<file path="src/rtl/keyboard_pkg.sv">
`default_nettype none
// ---------------------------------------------------------------------------
// keyboard_pkg : PS/2 Set-2 scancodes and prefix-decoder state encoding
// Revision 1.0
// ---------------------------------------------------------------------------
package keyboard_pkg;

    localparam logic [7:0] SC_W     = 8'h1D;
    localparam logic [7:0] SC_A     = 8'h1C;
    localparam logic [7:0] SC_D     = 8'h23;
    localparam logic [7:0] SC_BREAK = 8'hF0;
    localparam logic [7:0] SC_EXT   = 8'hE0;
    localparam logic [7:0] SC_UP    = 8'h75;
    localparam logic [7:0] SC_LEFT  = 8'h6B;
    localparam logic [7:0] SC_RIGHT = 8'h74;

    typedef enum logic [1:0] {
        ST_IDLE    = 2'd0,
        ST_BRK     = 2'd1,
        ST_EXT     = 2'd2,
        ST_EXT_BRK = 2'd3
    } kbd_state_t;

endpackage : keyboard_pkg
`default_nettype wire

</file>
<file path="src/rtl/kbd_prefix_fsm.sv">
`default_nettype none
// ---------------------------------------------------------------------------
// kbd_prefix_fsm : tracks F0/E0 prefixes, qualifies each final scancode byte
// Revision 1.0
// ---------------------------------------------------------------------------
module kbd_prefix_fsm
    import keyboard_pkg::*;
(
    input  logic       clk,
    input  logic       rst,
    input  logic [7:0] rx_data,
    input  logic       rx_done_tick,
    output logic [7:0] code,
    output logic       is_make,
    output logic       is_break,
    output logic       is_ext
);

    kbd_state_t r_state;

    // Qualifiers are combinational so the flags update on the edge that
    // consumes the final byte of a sequence.
    always_comb begin
        code     = rx_data;
        is_make  = 1'b0;
        is_break = 1'b0;
        is_ext   = (r_state == ST_EXT) || (r_state == ST_EXT_BRK);
        if (rx_done_tick) begin
            unique case (r_state)
                ST_IDLE:    is_make  = (rx_data != SC_BREAK) && (rx_data != SC_EXT);
                ST_EXT:     is_make  = (rx_data != SC_BREAK);
                ST_BRK,
                ST_EXT_BRK: is_break = 1'b1;
                default:    ;
            endcase
        end
    end

    always_ff @(posedge clk) begin
        if (!rst) begin
            r_state <= ST_IDLE;
        end else if (rx_done_tick) begin
            unique case (r_state)
                ST_IDLE: begin
                    if (rx_data == SC_BREAK)    r_state <= ST_BRK;
                    else if (rx_data == SC_EXT) r_state <= ST_EXT;
                    else                        r_state <= ST_IDLE;
                end
                ST_EXT: begin
                    if (rx_data == SC_BREAK) r_state <= ST_EXT_BRK;
                    else                     r_state <= ST_IDLE;
                end
                default: r_state <= ST_IDLE;
            endcase
        end
    end

endmodule : kbd_prefix_fsm
`default_nettype wire

</file>
<file path="src/rtl/keyboard_ctl.sv">
`default_nettype none
// ---------------------------------------------------------------------------
// keyboard_ctl : PS/2 scancode stream to held jump/left/right game controls
// Revision 1.0
// ---------------------------------------------------------------------------
module keyboard_ctl
    import keyboard_pkg::*;
(
    input  logic       clk,
    input  logic       rst,
    input  logic [7:0] rx_data,
    input  logic       rx_done_tick,
    output logic       key_jump,
    output logic       key_left,
    output logic       key_right
);

    logic [7:0] w_code;
    logic       w_is_make;
    logic       w_is_break;
    logic       w_is_ext;

    logic r_w, r_a, r_d, r_up, r_lf, r_rt;

    kbd_prefix_fsm u_prefix_fsm (
        .clk          (clk),
        .rst          (rst),
        .rx_data      (rx_data),
        .rx_done_tick (rx_done_tick),
        .code         (w_code),
        .is_make      (w_is_make),
        .is_break     (w_is_break),
        .is_ext       (w_is_ext)
    );

    // A make sets and a break clears only the flag matching code and plane.
    always_ff @(posedge clk) begin
        if (!rst) begin
            r_w  <= 1'b0;
            r_a  <= 1'b0;
            r_d  <= 1'b0;
            r_up <= 1'b0;
            r_lf <= 1'b0;
            r_rt <= 1'b0;
        end else if (w_is_make || w_is_break) begin
            if (w_is_ext) begin
                if (w_code == SC_UP)    r_up <= w_is_make;
                if (w_code == SC_LEFT)  r_lf <= w_is_make;
                if (w_code == SC_RIGHT) r_rt <= w_is_make;
            end else begin
                if (w_code == SC_W) r_w <= w_is_make;
                if (w_code == SC_A) r_a <= w_is_make;
                if (w_code == SC_D) r_d <= w_is_make;
            end
        end
    end

    assign key_jump  = r_w | r_up;
    assign key_left  = r_a | r_lf;
    assign key_right = r_d | r_rt;

endmodule : keyboard_ctl
`default_nettype wire

</file>
<file path="config.mk">
export PLATFORM = sky130hd
export DESIGN_NAME = keyboard_ctl
export DESIGN_NICKNAME = d
export VERILOG_FILES = /design/src/rtl/keyboard_pkg.sv /design/src/rtl/kbd_prefix_fsm.sv /design/src/rtl/keyboard_ctl.sv
export SDC_FILE = /design/constraint.sdc
export NUM_CORES = 1
export LEC_CHECK = 0
export BUFFER_PORTS_ARGS = -buffer_cell sky130_fd_sc_hd__buf_2
export CORE_MARGIN = 8
export CORE_UTILIZATION = 30
export DETAILED_ROUTE_END_ITERATION = 12
export PLACE_DENSITY = 0.56
export SKIP_CTS_REPAIR_TIMING = 1
export SYNTH_ARGS = -nofsm -noshare
export SYNTH_HDL_FRONTEND = slang
export SYNTH_SLANG_ARGS = --single-unit
</file>
<file path="constraint.sdc">
create_clock -name clk -period 3.03 [get_ports clk]
set_input_delay 0.303 -clock clk [delete_from_list [all_inputs] [get_ports clk]]
set_output_delay 0.303 -clock clk [all_outputs]
set_load 0.1 [all_outputs]
</file>
==> metrics.md <==
| Metric | Value |
|---|---|
| Worst-Skew Late Latency | 0.26 ns |
| Sink Count | 8 |
| CTS Root Cell | clkbuf_4 |
| Initial antenna violation count | 0 |
| DRC | 0 |
| Post-Syn Nets | 62 |
| DIE HEIGHT | 55.76 µm |
| Iter 0 DRT Violations | 4 |
| Unrepaired setup endpoints after global routing | false |
| HPWL after DPL | 855.4 µm |
| ANT cells | 0 |
| Critical Path RT | 2.73 ns |
| Pin count of the biggest net entering global routing | 11 |
| Status | completed |
| RR Startpoint | u_prefix_fsm.r_state[1]$_SDFFE_PN0P_ |
| Placeable Area | 1489 µm² |
| Clock buffer depth | 2 |
| HP Class | in -> reg |
| Share of cells above drive strength 1 | 0.3077 |
| Clk slew on worst S/H paths | 0.06 ns |
| Commonest non-fill, non-tap cell in the layout | buf_2 |
| Total power | 0.2120 mW |
| Hold depth | 3 |
| Placed Area | 548.0 µm² |
| Mean Syn Cell Area | 9.298 µm² |
| Total wire length | 1103 µm |
| Layout net count | 78 |
| DR WL/cell | 13.62 µm |
| Most area-consuming cells after synthesis | dfxtp_1, mux2i_1, nand4_1, nand2_1, nor4bb_1 |
| MaxCap Viol Count | 0 |
| H-tree depth | 1 |
| Startpoint types | flop |
| Max-slew violations | 0 |
| DIE WIDTH | 55.76 µm |
| Rows | 14 |
| CTS tree | built |
| TritonRoute pass-1 iters | 2 |
| Total track usage | 0.07342 |
| Final period util | 0.4747 |
| #FFs+latches synth | 8 |
| Remaining antenna violation count | 0 |
| Ports | 14 |
| Global-route wire length before repair | 1890 µm |
| Max_slew headroom | 0.6808 |
| Sequential element share of the synthesized area | 0.3377 |
| Post-Layout Cell Count | 81 |
| Worst setup margin | 1.592 ns |
| CP arrival | 1.14 ns |
| Dpl ws | 1.696 ns |
| Cell total after placement | 78 |
| Die ar. | 3109 µm² |
| Vias/cell | 5.420 |
| Synth Instances | 51 |
| Gr ovfl total | 0 |
| Via count | 439 |
| Setup tns final | 0 ns |
| Buffers on Ports | 13 |
| Final number of hold-violating endpoints | 0 |
| Max VDD drop | 0.0001885 V |
| Synth area leader | dfxtp_1 |
| Worst Path Max Fanout | 2 |
| Worst slew pin tran | 0.4722 ns |
| Static Leak | 0.2680 nW |
| Cts bufs inserted | 3 |
| Final setup fails | 0 |
| Synth warnings | 0 |
| Final instance area | 570.5 µm² |
| Power per cell area | 371.5 nW/µm² |
| FF-to-FF End | r_w$_SDFFE_PN0P_ |
| Layout area overhead | 20.32% |
| Initial Util | 0.3185 |
| Post-synth top area share | 0.3377 |
| Max Clock Freq | 695.2 MHz |
| Post-Route Skew | 0.006344 ns |
| Mapped Area | 474.2 µm² |
| Minimum clock period | 1.438 ns |
| Via count of the first global-routing pass | 454 |
| Worst setup EP type | primary output |
| Routability-driven placement congestion ratio | 0.7401 |
| Most frequent cells in the layout | buf_2, dfxtp_1, nand2_1, mux2i_1, nand4_1 |
| Synth cell types | 21 |
| Hold Path Sink | r_a$_SDFFE_PN0P_ |
| R2r setup slk | 1.72 ns |
| Hold path startpoint | rst |
| Critical path class | reg -> out |
| FF-to-FF path depth | 3 |
-- worst max-delay path by stage --
stage                      startpoint                                   end  slack [ns]  depth (start not counted)
CTS                 r_rt$_SDFFE_PN0P_                             key_right        1.58                          2
global placement           rx_data[0]  u_prefix_fsm.r_state[0]$_SDFFE_PN0P_        1.70                          4
floorplan                rx_done_tick  u_prefix_fsm.r_state[0]$_SDFFE_PN0P_        1.89                          4
global route        r_rt$_SDFFE_PN0P_                             key_right        1.55                          2
detailed placement         rx_data[0]  u_prefix_fsm.r_state[0]$_SDFFE_PN0P_        1.70                          4
finish              r_rt$_SDFFE_PN0P_                             key_right        1.59                          2
-- kinds of logic (layout without fill, tap and decap cells) --
group / count (synthesis) / after routing / share of synthesized area
multiplexers: 7 / 7 / 0.1478
AND/OR/NAND/NOR: 32 / 32 / 0.4591
buffers and inverters: 2 / 16 / 0.02375
flip-flops: 8 / 8 / 0.3377
AO/OA/AOI/OAI: 2 / 2 / 0.03167
-- cells in the mapped netlist --
library cell / count
a21boi_1: 1
nand4_1: 6
or2b_1: 1
mux2i_1: 7
nor4bb_1: 2
and4b_1: 1
and2b_1: 1
nand2b_1: 2
nor3_1: 1
clkbuf_1: 1
nand3b_1: 2
or2_2: 3
nand4bb_1: 1
o31ai_1: 1
buf_4: 1
and3_1: 1
dfxtp_1: 8
nor3b_2: 1
nor4b_1: 2
nand2_1: 7
or4b_1: 1
-- state kept, by name, indices dropped and copies added, names as in the netlist --
name	flops
r_up	1
u_prefix_fsm.r_state	2
r_rt	1
r_d	1
r_lf	1
r_w	1
r_a	1
-- where the power goes --
part / internal, mW / switching [mW] / leakage (nW)
logic: 0.0104 / 0.0138 / 0.190
registers: 0.105 / 0.0000734 / 0.0644
clock network: 0.0454 / 0.0370 / 0.0138
-- metal layers --
metal	part of all wire	wire, µm	GRT usage	vias to the layer above
li1	-	-	-	225
met1	0.46	512	0.08344	204
met2	0.50	553	0.1186	8
met3	0.024	26	0.01370	2
met4	0.0091	10	0.05282	0
met5	0	0	0	-
-- through the flow --
stage | utilization | hold slack [ns]
after detailed placement | 0.3681 | 0.4486
final | 0.3832 | 0.3873
after floorplan | - | 0.4332
after global routing | 0.3832 | 0.4013
after CTS | 0.3832 | 0.3852
after global placement | 0.3681 | 0.4448
-- worst max-delay path, cell delays in order, from the launching register on --
cell	delay, ns
dfxtp_1	0.30
or2_2	0.28
buf_2	0.29
-- layout make-up --
class / instances / area, µm²
well taps: 16 / 20.02
repair buffers: 13 / 65.06
clock buffers: 3 / 22.52
flip-flops and latches: 8 / 160.2
fillers: 145 / 918.4
multi-input cells: 41 / 302.8
No activity file was read; power rests on OpenSTA's default activity.
